## config.mk

```make
export PLATFORM = sky130hd
export DESIGN_NAME = c3po_seg_reasm_flat
export DESIGN_NICKNAME = d
export VERILOG_FILES = /design/src/rtl/c3po_seg_reasm_if.sv /design/src/rtl/c3po_seg_reasm.sv /design/src/flat_wrapper.sv
export SDC_FILE = /design/constraint.sdc
export NUM_CORES = 1
export LEC_CHECK = 0
export ABC_AREA = 0
export CORE_MARGIN = 2
export CORE_UTILIZATION = 28
export CTS_BUF_LIST = sky130_fd_sc_hd__clkbuf_2 sky130_fd_sc_hd__clkbuf_4 sky130_fd_sc_hd__clkbuf_8
export CTS_CLUSTER_DIAMETER = 100
export DETAILED_ROUTE_END_ITERATION = 6
export PLACE_DENSITY = 0.5
export SYNTH_ARGS = -nofsm -noshare
export SYNTH_HDL_FRONTEND = slang
export SYNTH_SLANG_ARGS = --single-unit
```

## constraint.sdc

```tcl
create_clock -name clk -period 28.9 [get_ports clk]
set_input_delay 2.89 -clock clk [delete_from_list [all_inputs] [get_ports clk]]
set_output_delay 2.89 -clock clk [all_outputs]
set_load 0.01 [all_outputs]
```

## src/rtl/c3po_seg_reasm_if.sv

```systemverilog
// c3po_seg_reasm_if
//   Bundles the segment input stream and the descriptor output stream of
//   c3po_seg_reasm.
//   Segment side : i_val, i_sop, i_eop, i_vbc[5:0], i_data[SEG_BYTES*8-1:0]
//                  -> block, i_ready <- block
//   Descriptor   : d_val, d_len, d_nseg, d_sum, d_err <- block,
//                  d_ready -> block
//   master = upstream producer / descriptor consumer, slave = the block.
interface c3po_seg_reasm_if #(
  parameter int SEG_BYTES = 32,
  parameter int LEN_W     = 16,
  parameter int NSEG_W    = 8
);
  logic                   i_val;
  logic                   i_sop;
  logic                   i_eop;
  logic [5:0]             i_vbc;
  logic [SEG_BYTES*8-1:0] i_data;
  logic                   i_ready;

  logic                   d_val;
  logic                   d_ready;
  logic [LEN_W-1:0]       d_len;
  logic [NSEG_W-1:0]      d_nseg;
  logic [LEN_W-1:0]       d_sum;
  logic                   d_err;

  modport master (
    output i_val, i_sop, i_eop, i_vbc, i_data, d_ready,
    input  i_ready, d_val, d_len, d_nseg, d_sum, d_err
  );

  modport slave (
    input  i_val, i_sop, i_eop, i_vbc, i_data, d_ready,
    output i_ready, d_val, d_len, d_nseg, d_sum, d_err
  );
endinterface

```

## src/rtl/c3po_seg_reasm.sv

```systemverilog
// c3po_seg_reasm
//   Reassembles the c3po segment stream into packets and queues one
//   descriptor per packet (byte length, segment count, 16-bit byte sum,
//   error flag) in a small FIFO.
// Ports
//   clk, reset        clock and synchronous active-high reset
//   bus (slave)       segment input + descriptor output, see c3po_seg_reasm_if
//   st_pkts, st_drops packet / drop statistics
// Configuration
//   C3PO_REASM_STATS_EN : when defined, st_pkts/st_drops are live 32-bit
//   wrapping counters; otherwise both are tied to zero.
//
// state    | meaning
// ---------+---------------------------------------------------
// S_IDLE   | between packets, waiting for a sop segment
// S_IN_PKT | sop seen, accumulating segments until eop
module c3po_seg_reasm #(
  parameter int SEG_BYTES  = 32,
  parameter int LEN_W      = 16,
  parameter int NSEG_W     = 8,
  parameter int FIFO_DEPTH = 4
) (
  input  logic                clk,
  input  logic                reset,
  c3po_seg_reasm_if.slave     bus,
  output logic [31:0]         st_pkts,
  output logic [31:0]         st_drops
);
  localparam int PTR_W = $clog2(FIFO_DEPTH);

  typedef enum logic {S_IDLE, S_IN_PKT} state_t;

  typedef struct packed {
    logic              err;
    logic [LEN_W-1:0]  sum;
    logic [NSEG_W-1:0] nseg;
    logic [LEN_W-1:0]  len;
  } desc_t;

  state_t           r_state, w_state_nxt;
  desc_t            r_acc, w_base, w_desc, w_head;
  desc_t            r_fifo [FIFO_DEPTH];
  logic [PTR_W-1:0] r_wr_ptr, r_rd_ptr;
  logic [PTR_W:0]   r_count, w_count_nxt;
  logic             r_ready;
  logic             w_accept, w_push, w_pop, w_drop, w_vbc_ok;
  logic [LEN_W-1:0] w_seg_len, w_seg_sum;
  logic [LEN_W:0]   w_len_add;
  logic [NSEG_W:0]  w_nseg_add;

  // i_ready comes straight from a flop, so d_ready never reaches it combinationally.
  assign bus.i_ready = r_ready;
  assign bus.d_val   = (r_count != '0);
  assign w_accept    = bus.i_val & r_ready;
  assign w_pop       = bus.d_val & bus.d_ready;

  assign w_vbc_ok  = (bus.i_vbc != 6'd0) && (32'(bus.i_vbc) <= SEG_BYTES);
  assign w_seg_len = w_vbc_ok ? LEN_W'(bus.i_vbc) : '0;

  always_comb begin
    w_seg_sum = '0;
    for (int k = 0; k < SEG_BYTES; k++) begin
      if (w_vbc_ok && (k < int'(bus.i_vbc)))
        w_seg_sum = w_seg_sum + LEN_W'(bus.i_data[8*k +: 8]);
    end
  end

  // A sop segment always starts from clean accumulators, which also covers
  // the abort-and-restart case inside a packet.
  always_comb begin
    w_base      = bus.i_sop ? '0 : r_acc;
    w_len_add   = {1'b0, w_base.len} + {1'b0, w_seg_len};
    w_nseg_add  = {1'b0, w_base.nseg} + {{NSEG_W{1'b0}}, 1'b1};
    w_desc.len  = w_len_add[LEN_W]   ? '1 : w_len_add[LEN_W-1:0];
    w_desc.nseg = w_nseg_add[NSEG_W] ? '1 : w_nseg_add[NSEG_W-1:0];
    w_desc.sum  = w_base.sum + w_seg_sum;
    w_desc.err  = w_base.err | ~w_vbc_ok | w_len_add[LEN_W] | w_nseg_add[NSEG_W];
  end

  always_comb begin
    w_state_nxt = r_state;
    w_push      = 1'b0;
    w_drop      = 1'b0;
    if (w_accept) begin
      case (r_state)
        S_IDLE: begin
          if (!bus.i_sop)     w_drop      = 1'b1;
          else if (bus.i_eop) w_push      = 1'b1;
          else                w_state_nxt = S_IN_PKT;
        end
        S_IN_PKT: begin
          w_drop = bus.i_sop;
          if (bus.i_eop) begin
            w_push      = 1'b1;
            w_state_nxt = S_IDLE;
          end
        end
        default: w_state_nxt = S_IDLE;
      endcase
    end
  end

  assign w_count_nxt = r_count + {{PTR_W{1'b0}}, w_push} - {{PTR_W{1'b0}}, w_pop};

  always_ff @(posedge clk) begin
    if (reset) begin
      r_state  <= S_IDLE;
      r_acc    <= '0;
      r_wr_ptr <= '0;
      r_rd_ptr <= '0;
      r_count  <= '0;
      r_ready  <= 1'b1;
    end else begin
      r_state <= w_state_nxt;
      if (w_accept && (w_state_nxt == S_IN_PKT)) r_acc <= w_desc;
      if (w_push) r_wr_ptr <= r_wr_ptr + 1'b1;
      if (w_pop)  r_rd_ptr <= r_rd_ptr + 1'b1;
      r_count <= w_count_nxt;
      r_ready <= (w_count_nxt != (PTR_W+1)'(FIFO_DEPTH));
    end
  end

  // Storage needs no reset: outputs are masked while the FIFO is empty.
  always_ff @(posedge clk) begin
    if (w_push) r_fifo[r_wr_ptr] <= w_desc;
  end

  assign w_head      = r_fifo[r_rd_ptr];
  assign bus.d_len   = bus.d_val ? w_head.len  : '0;
  assign bus.d_nseg  = bus.d_val ? w_head.nseg : '0;
  assign bus.d_sum   = bus.d_val ? w_head.sum  : '0;
  assign bus.d_err   = bus.d_val ? w_head.err  : 1'b0;

`ifdef C3PO_REASM_STATS_EN
  logic [31:0] r_st_pkts, r_st_drops;

  always_ff @(posedge clk) begin
    if (reset) begin
      r_st_pkts  <= '0;
      r_st_drops <= '0;
    end else begin
      if (w_push) r_st_pkts  <= r_st_pkts + 32'd1;
      if (w_drop) r_st_drops <= r_st_drops + 32'd1;
    end
  end

  assign st_pkts  = r_st_pkts;
  assign st_drops = r_st_drops;
`else
  logic w_unused;
  assign w_unused = w_drop;
  assign st_pkts  = '0;
  assign st_drops = '0;
`endif
endmodule

```

## src/flat_wrapper.sv

```systemverilog
// flat-port wrapper written by rule: the top's interface ports become plain ports
module c3po_seg_reasm_flat 
#(
  parameter int SEG_BYTES  = 32,
  parameter int LEN_W      = 16,
  parameter int NSEG_W     = 8,
  parameter int FIFO_DEPTH = 4
)
  (clk, reset, st_pkts, st_drops, bus_i_val, bus_i_sop, bus_i_eop, bus_i_vbc, bus_i_data, bus_d_ready, bus_i_ready, bus_d_val, bus_d_len, bus_d_nseg, bus_d_sum, bus_d_err);
  c3po_seg_reasm_if #(.SEG_BYTES(SEG_BYTES), .LEN_W(LEN_W), .NSEG_W(NSEG_W)) bus_i ();
  input  logic clk;
  input  logic reset;
  output logic [31:0] st_pkts;
  output logic [31:0] st_drops;
  input wire logic [$bits(bus_i.i_val)-1:0] bus_i_val;
  input wire logic [$bits(bus_i.i_sop)-1:0] bus_i_sop;
  input wire logic [$bits(bus_i.i_eop)-1:0] bus_i_eop;
  input wire logic [$bits(bus_i.i_vbc)-1:0] bus_i_vbc;
  input wire logic [$bits(bus_i.i_data)-1:0] bus_i_data;
  input wire logic [$bits(bus_i.d_ready)-1:0] bus_d_ready;
  output wire logic [$bits(bus_i.i_ready)-1:0] bus_i_ready;
  output wire logic [$bits(bus_i.d_val)-1:0] bus_d_val;
  output wire logic [$bits(bus_i.d_len)-1:0] bus_d_len;
  output wire logic [$bits(bus_i.d_nseg)-1:0] bus_d_nseg;
  output wire logic [$bits(bus_i.d_sum)-1:0] bus_d_sum;
  output wire logic [$bits(bus_i.d_err)-1:0] bus_d_err;
  assign bus_i.i_val = bus_i_val;
  assign bus_i.i_sop = bus_i_sop;
  assign bus_i.i_eop = bus_i_eop;
  assign bus_i.i_vbc = bus_i_vbc;
  assign bus_i.i_data = bus_i_data;
  assign bus_i.d_ready = bus_d_ready;
  assign bus_i_ready = bus_i.i_ready;
  assign bus_d_val = bus_i.d_val;
  assign bus_d_len = bus_i.d_len;
  assign bus_d_nseg = bus_i.d_nseg;
  assign bus_d_sum = bus_i.d_sum;
  assign bus_d_err = bus_i.d_err;
  c3po_seg_reasm #(.SEG_BYTES(SEG_BYTES), .LEN_W(LEN_W), .NSEG_W(NSEG_W), .FIFO_DEPTH(FIFO_DEPTH)) u_core (.clk(clk), .reset(reset), .bus(bus_i), .st_pkts(st_pkts), .st_drops(st_drops));
endmodule
```

# Word-level counts from Yosys, hierarchy flattened
# Memory sizes are Yosys's and may differ from the RTL's. A register that Yosys moved wholly into a read port is not among the register bits.
# Cells that the tools add are included.
classes:
  n_addsub: 38
  magnitude_cmp: 33
  eq_ne: 1
  n_mux: 52
  n_bitwise: 7
  n_reduce_logical: 36
ops:
  columns: ["cell", "n"]
  rows:
  - ["16-bit two-way mux", 34]
  - ["16-bit by 8-bit adder with 16-bit output", 30]
  - ["5-bit by 6-bit < comparator with 1-bit output, first input constant", 16]
  - ["4-bit by 6-bit < comparator with 1-bit output, first input constant", 8]
  - ["41-bit two-way mux", 1]
  - ["1-bit logical AND", 34]
  - ["3-bit by 6-bit < comparator with 1-bit output, first input constant", 4]
  - ["8-bit two-way mux", 3]
  - ["16-bit by 16-bit adder with 17-bit output", 1]
  - ["16-bit adder", 1]
  - ["1-bit by 6-bit < comparator with 1-bit output, first input constant", 2]
  - ["2-bit by 6-bit < comparator with 1-bit output, first input constant", 2]
  - ["8-bit by 1-bit adder with 9-bit output, second input constant", 1]
  - ["8-bit by 8-bit adder with 9-bit output", 1]
  - ["1-bit two-way mux", 9]
  - ["6-bit less-or-equal comparator, second input constant", 1]
  - ["6-bit two-way mux", 1]
  - ["6-bit nonzero test", 1]
  - ["2-bit by 1-bit adder with 2-bit output, second input constant", 2]
  - ["2-bit two-way mux", 2]
  - ["1-bit one-hot mux with 2 select lines", 2]
  - ["3-bit by 1-bit adder with 3-bit output", 1]
  - ["3-bit inequality test, second input constant", 1]
  - ["1-bit OR", 3]
  - ["other kinds (4)", 6]
totals:
  reg_bits: 50
  ram_bits: 164
  out_inout_bits: 107
  word_cells: 177
  memories: 1
mem_list:
  columns: ["memory", "words", "word_bits", "read_ports", "rd_clocked_by_memory_dff", "write_ports", "line_no", "rtl"]
  rows:
  - ["u_core.r_fifo", 4, 41, 1, 1, 1, "c3po_seg_reasm.sv:42", "desc_t r_fifo [FIFO_DEPTH];"]

# Depth between registers and ports, before layout
# Gate-level depths: netlist of the first run.
depth:
  depth_word: 67
  ltp_mapped: 165

# Worst setup path before layout of the first run
# Ideal clock, no wire load.
synth_path:
  kind: "input to register"
  startpoint: "input port bus_i_vbc[4]"
  endpoint: "register u_core.r_acc[39] (netlist bit)"
  arrival_time_ps: 30584
  required_time_ps: 28834
  slack_ps: -1750
  stages: 138
  path_buffers: 1
  cell_sequence: "buf_4 -> nor4_4 -> nand2b_1 -> xnor2_1 -> and2_1 -> ha_1 -> inv_1 -> fa_1 -> nand2b_1 -> nand2_1 -> fa_1 -> nor2_1 -> a31oi_1 -> inv_1 -> fa_1 -> nor2_1 -> a21oi_1 -> fa_1 -> [102 not listed] -> xnor2_1 -> nand2_1 -> o211ai_1 -> ha_1 -> inv_1 -> o21bai_1 -> a21oi_1 -> o21bai_1 -> a21oi_1 -> o21bai_1 -> a21oi_1 -> o21bai_1 -> a21oi_1 -> xnor2_1 -> xnor2_1 -> xnor2_2 -> nand2_1 -> a21oi_2"
synth_rtl:
  columns: ["item", "line_no", "rtl"]
  rows:
  - ["start, declared", "flat_wrapper.sv:18", "input wire logic [$bits(bus_i.i_vbc)-1:0] bus_i_vbc;"]
  - ["end signal, assigned", "c3po_seg_reasm.sv:115", "if (w_accept && (w_state_nxt == S_IN_PKT)) r_acc <= w_desc;"]
  - ["end, declared", "c3po_seg_reasm.sv:41", "desc_t r_acc, w_base, w_desc, w_head;"]

==> results.md, run 1 <==
* Area Overhead vs Synth at 47.8%
* Top cell by count, worst path: fa_2
* Req. time, crit path at 29.21 ns
* Clock latency on the worst-skew pair at 0.56 ns
* Synth Flop Type: edfxtp_1
* GP Congestion at between 0.8 and 0.9
* Core ar. at ~97000 sq um
* Clock root buffer: clkbuf_8
* Setup TNS at -3.03 ns
* Drc violations at 0
* Commonest cells after routing, fill and taps aside: buf_4 (790), clkdlybuf4s50_1 (303), nand2_1 (301), nor2_1 (243), ha_1 (215)
* Final HPWL DP at between 60000 and 70000 um
* Vias at 25500
* H-tree levels at 1
* Port Buffer Count at between 300 and 400
* Fraction of registers with async set/reset at 0%
* CTS max path bufs at 3
* Fillcell total at about 9600
* # IOs at 375
* Routed WL at approximately 85000 um
* Num CTS Buffers at 28
* Initial Util at 28.2%
* Critical Path AT at 29.67 ns
* Vias/cell at 4.68
* Cell variety after synth at about 120
* GRT overflow at 0
* Crit end category: flip-flop
* # Max-Cap Violations at 0
* Share of cells above drive strength 1 at 32.9%
* Hold WS at 0.455 ns
* Largest net degree at the start of global routing at 51
* First-pass GRT wire length at 133000 um
* Commonest non-fill, non-tap cell in the layout: buf_4
* Nets@finish at 4766
* Crit path kind: input pin to flip-flop
* Die Height at 316 um
* Fin area at 40200 sq um
* Seq/Total Area, Yosys at 21.9%
* Clock sink count at approximately 220
* Max FO, Critical Path at 4
* CP top delay family: adder cells
* CTS tree: built
* Worst path max stage delay at 0.56 ns
* Critical-path top delay cell: fa_2
* Synthesized instance count at 3112
* Mapped cell area at ~27000 sq um
* Max transition margin at 16.6%
* Clock Skew at 0.0127 ns
* Hold buffers post-CTS at 0
* Initial DRC count at 1236
* Post-route minimum period at between 20 and 30 ns
* Violated checks: negative setup slack
* Row Count at 114
* Die X at between 300 and 400 um
* Worst Hold Class: flip-flop to flip-flop
* CP bufs+invs at 16
* Final Setup Violations at 14
* Fmax at 0.0341 GHz
* DRT antenna net count at 0
* Synth warn at 0
* Slew Limit Fails at 0
* Status: finished, violations left
* Post-synth EDFFs at 164
* Vias in the first global route at approximately 25000
* RSZ-0062 raised after global routing: yes
* Fin crit share at 102%
* R2r setup slk at between 20 and 30 ns
* DIE AREA at 99700 sq um
* First-pass detailed-route iteration total at 5
* Final hold violation count at 0
* Clk slew on worst S/H paths at 0.07 ns
* Worst-margin pin slew at 1.25 ns
* Worst Setup Start Kind: input pin
* Initial antenna violation count at 5
* Synthesized area per cell at 8.75 sq um
* Pre-CTS setup slack at -2.69 ns
* Drt wl/cell at between 15 and 20 um
* Seq cells post-synth at 216
* All-Layer GR Usage at 16.6%
* Placed instance area at 36700 sq um
* Worst Setup Slack, final at -0.463 ns
registers in the layout (all words and copies together), names as in the netlist, named ones only:
| signal | cells |
|---|---|
| u_core.bus.i_ready | 1 |
| u_core.r_state | 1 |
| u_core.r_count | 3 |
| u_core.r_acc | 41 |
| u_core.r_wr_ptr | 2 |
| u_core.r_rd_ptr | 2 |
| u_core.r_fifo | 164 |
layout make-up:
type	instances	area (sq um)	share of cell area, %
sequential	216	5970	14.8
clock inverter	10	73.8	0.183
inverter	143	543	1.35
timing repair buffer	1106	9100	22.6
multi-input combinational	2669	22400	55.7
antenna	1	2.50	0.00622
clock buffer	41	520	1.29
tap	1276	1600	3.97
worst paths after layout:
path                               endpoint                           from  depth (start not counted)
max          u_core.r_fifo[0][39]$_DFFE_PP_                   bus_i_vbc[2]                        140
min           u_core.r_acc[28]$_SDFFE_PP0P_  u_core.r_acc[28]$_SDFFE_PP0P_                          2
max reg2reg   u_core.r_acc[40]$_SDFFE_PP0P_   u_core.r_acc[0]$_SDFFE_PP0P_                         14
min reg2reg   u_core.r_acc[28]$_SDFFE_PP0P_  u_core.r_acc[28]$_SDFFE_PP0P_                          2
cell families (layout without fill, tap and decap cells):
| kind of cell | count (synthesis) | after routing | synth area share [%] |
|---|---|---|---|
| flip-flops | 216 | 216 | 21.9 |
| AO/OA/AOI/OAI | 837 | 837 | 19.9 |
| other | 1 | 65 | 0.0138 |
| buffers and inverters | 290 | 1300 | 5.07 |
| multiplexers | 126 | 126 | 6.79 |
| XOR/XNOR | 325 | 325 | 12.5 |
| AND/OR/NAND/NOR | 978 | 978 | 17.3 |
| adder cells (fa/ha/maj) | 339 | 339 | 16.5 |
tightest hold or removal path, stage by stage (launching register included):
cell and delay, ns:
dfxtp_1 0.31, nand2_1 0.05, a21oi_1 0.05
Yosys cell counts, types with 52 or more instances:
cell type  number  area (sq um)
o21ai_0       156           781
a21o_1        119           893
edfxtp_1      164          4920
nor3_1         56           280
o21a_1         52           390
a21oi_1       252          1260
nor2_1        254           953
and2_1         75           469
inv_1         140           526
buf_4          68           510
ha_1          300          3750
clkbuf_1       62           233
xnor2_1       173          1520
xor2_1        109           955
nand2_1       319          1200
dfxtp_1        52          1040
nor2b_1        85           532
what timing repair did:
| action | CTS | global route |
|---|---|---|
| setup buffers | 77 | 67 |
| pin swaps | 139 | 137 |
| setup endpoints to repair | 60 | 70 |
| resized for setup | 176 | 180 |
routing by layer:
metal	track usage, %	wire length (um)	vias to the layer above	share of wire, %
met5	0	27	-	0.032
met1	22.7	40200	12000	47
met4	2.48	1110	4	1.3
met2	29.1	41100	373	48
met3	1.31	2900	56	3.4
li1	-	-	13100	-
through the flow:
stage,util [%],instances
final,41.7,5462
after global routing,41.7,5461
after CTS,40.1,5394
after detailed placement,38.0,5267
after global placement,38.0,5267
after floorplan,-,3175
Power of run 1 is left out: the tool's default activity adds up to more than one toggle a clock period on the data nets, which glitch-free logic cannot reach.
==> run 2: changes to the inputs <==
- CAP_MARGIN: unset -> 10
==> results.md, run 2 (synthesis results as in run 1) <==
* Commonest non-fill, non-tap cell in the layout: buf_4
* Crit end category: flip-flop
* Drt wl/cell at 15.6 um (+0.17%)
* Num CTS Buffers at 28 (unchanged)
* Drc violations at 0 (unchanged)
* Port Buffer Count at 310 (unchanged)
* Worst Setup Start Kind: input pin
* Clock sink count at 216 (unchanged)
* Initial DRC count at 1213 (-1.9%)
* FF-to-FF path depth at 14 (unchanged)
* Largest net degree at the start of global routing at 51 (unchanged)
* Initial Util at 28.2% (unchanged)
* Top flop regs: u_core.r_fifo (164), u_core.r_acc (41), u_core.r_count (3)
* Worst-margin pin slew at 0.871 ns (-0.380 ns)
* Met1 Use GR at 22.7% (unchanged)
* First-pass GRT wire length at 133000 um (unchanged)
* Worst Setup Slack, final at -0.405 ns (+0.0574 ns)
* Fillcell total at 9528 (-0.25%)
* Met2 global-route usage at 29.1% (unchanged)
* First-pass detailed-route iteration total at 7 (+2)
* Worst path max stage delay at 0.60 ns (+0.04 ns)
* CTS max path bufs at 3 (unchanged)
* Top cell by count, worst path: fa_2
* Area Overhead vs Synth at 48.3%
* Share of cells above drive strength 1 at 33.2% (+0.28 points)
* Commonest cells after routing, fill and taps aside: buf_4 (796), clkdlybuf4s50_1 (303), nand2_1 (301), nor2_1 (244), ha_1 (210)
* Worst R2R Start: u_core.r_acc[0]$_SDFFE_PP0P_
* Req. time, crit path at 29.21 ns (about the same)
* Largest Register: u_core.r_fifo
* CTS tree: built
* All-Layer GR Usage at 16.6% (unchanged)
* Critical-path top delay cell: fa_2
* Max FO, Critical Path at 4 (unchanged)
* Diode count at 0 (-1)
* Clk slew on worst S/H paths at 0.07 ns (about the same)
* Clock root buffer: clkbuf_8
* R2r setup slk at 25.34 ns (about the same)
* Max transition margin at 41.5% (+25 points)
* Post-route minimum period at 29.31 ns (-0.0574 ns)
* R2r endpoint: u_core.r_acc[40]$_SDFFE_PP0P_
* Hold path startpoint: u_core.r_acc[2]$_SDFFE_PP0P_
* Status: finished, violations left
* Nets@finish at 4773 (+0.15%)
* Clock latency on the worst-skew pair at 0.56 ns (about the same)
* GP Congestion at 0.835 (unchanged)
* DRT antenna net count at 0 (unchanged)
* Final hold violation count at 0 (unchanged)
* Violated checks: negative setup slack
* Vias at 25600 (+0.067%)
* Max FFs per register at 164 (unchanged)
* Final Setup Violations at 10 (-4)
* Initial antenna violation count at 5 (unchanged)
* Slew Limit Fails at 0 (unchanged)
* Core ar. at 96600 sq um (unchanged)
* Fmax at 0.0341 GHz (+0.20%)
* Fin crit share at 101% (-0.20 points)
* H-tree levels at 1 (unchanged)
* Final HPWL DP at 68000 um (unchanged)
* Critical Path AT at 29.62 ns (-0.05 ns)
* # Max-Cap Violations at 0 (unchanged)
* Hold path depth at 2 (unchanged)
* Clock Skew at 0.0102 ns (-0.00255 ns)
* Routed WL at 85500 um (+0.28%)
* Placed instance area at 36700 sq um (unchanged)
* Die X at 316 um (unchanged)
* Layer with the highest usage: met2
* Vias in the first global route at 25200 (unchanged)
* GRT overflow at 0 (unchanged)
* DIE AREA at 99700 sq um (unchanged)
* Crit path kind: input pin to flip-flop
* Vias/cell at 4.68 (about the same)
* Die Height at 316 um (unchanged)
* Row Count at 114 (unchanged)
* Fin area at 40400 sq um (+0.35%)
* Met3 GRT Util at 1.31% (unchanged)
* Hold Path End: u_core.r_acc[2]$_SDFFE_PP0P_
* RSZ-0062 raised after global routing: yes
* # IOs at 375 (unchanged)
* Worst Hold Class: flip-flop to flip-flop
run 2: cell count changes in the layout (fill, tap and decap cells not counted), moves of 2 or more:
cell / before / now
ha_4: 85 / 90
a21oi_2: 76 / 78
buf_4: 790 / 796
a21oi_1: 177 / 174
ha_1: 215 / 210
run 2: worst max path at each step:
| stage | endpoint | from | depth (start not counted) |
|---|---|---|---|
| after detailed placement | u_core.r_acc[39]$_SDFFE_PP0P_ | bus_i_vbc[3] | 161 |
| after global routing | u_core.r_fifo[0][39]$_DFFE_PP_ | bus_i_vbc[2] | 162 |
| after floorplan | u_core.r_acc[39]$_SDFFE_PP0P_ | bus_i_vbc[4] | 138 |
| after CTS | u_core.r_acc[39]$_SDFFE_PP0P_ | bus_i_vbc[2] | 141 |
| after global placement | u_core.r_acc[39]$_SDFFE_PP0P_ | bus_i_vbc[3] | 161 |
| final | u_core.r_fifo[0][39]$_DFFE_PP_ | bus_i_vbc[2] | 138 |
run 2: stage by stage:
step | util, % | cells | hold WS [ns] | setup slack [ns] | TNS [ns]
final | 41.8 | 5468 | 0.454 | -0.405 | -2.38
after floorplan | - | 3175 | 0.432 | -0.710 | -7.03
after global routing | 41.8 | 5468 | 0.478 | -2.10 | -66.78
after detailed placement | 38.0 | 5267 | 0.445 | -2.69 | -113.02
after CTS | 40.1 | 5394 | 0.456 | -0.509 | -2.48
after global placement | 38.0 | 5267 | 0.438 | -2.31 | -92.47
run 2: layer usage:
| metal | share of wire, % | vias up |
|---|---|---|
| li1 | - | 13100 |
| met1 | 47 | 12000 |
| met2 | 48 | 376 |
| met3 | 3.3 | 58 |
| met4 | 1.3 | 6 |
| met5 | 0.046 | - |
run 2: area by class of cell:
cell class	count	area (sq um)	share of cell area, %
Clock buffer	41	520	1.29
Clock inverter	10	73.8	0.183
Inverter	143	543	1.35
Multi-Input combinational cell	2669	22500	55.8
Sequential cell	216	5970	14.8
Tap cell	1276	1600	3.95
Timing Repair Buffer	1113	9160	22.7
run 2: timing repair:
item,CTS,global route
hold endpoints to repair,0,0
cloned,0,0
setup buffers,77,73
resized for setup,176,191
hold buffers,0,0
pin swaps,139,152
setup endpoints to repair,60,70
run 2: worst max-delay path, delay by kind of cell:
family	cells	cell delay (ns)
buf+inv	16	1.37
mux	6	1.33
fa+ha+maj	33	12.79
compound gates	36	4.99
simple gates	37	4.64
xor+xnor	10	1.55
Power of run 2 is left out for the same reason.
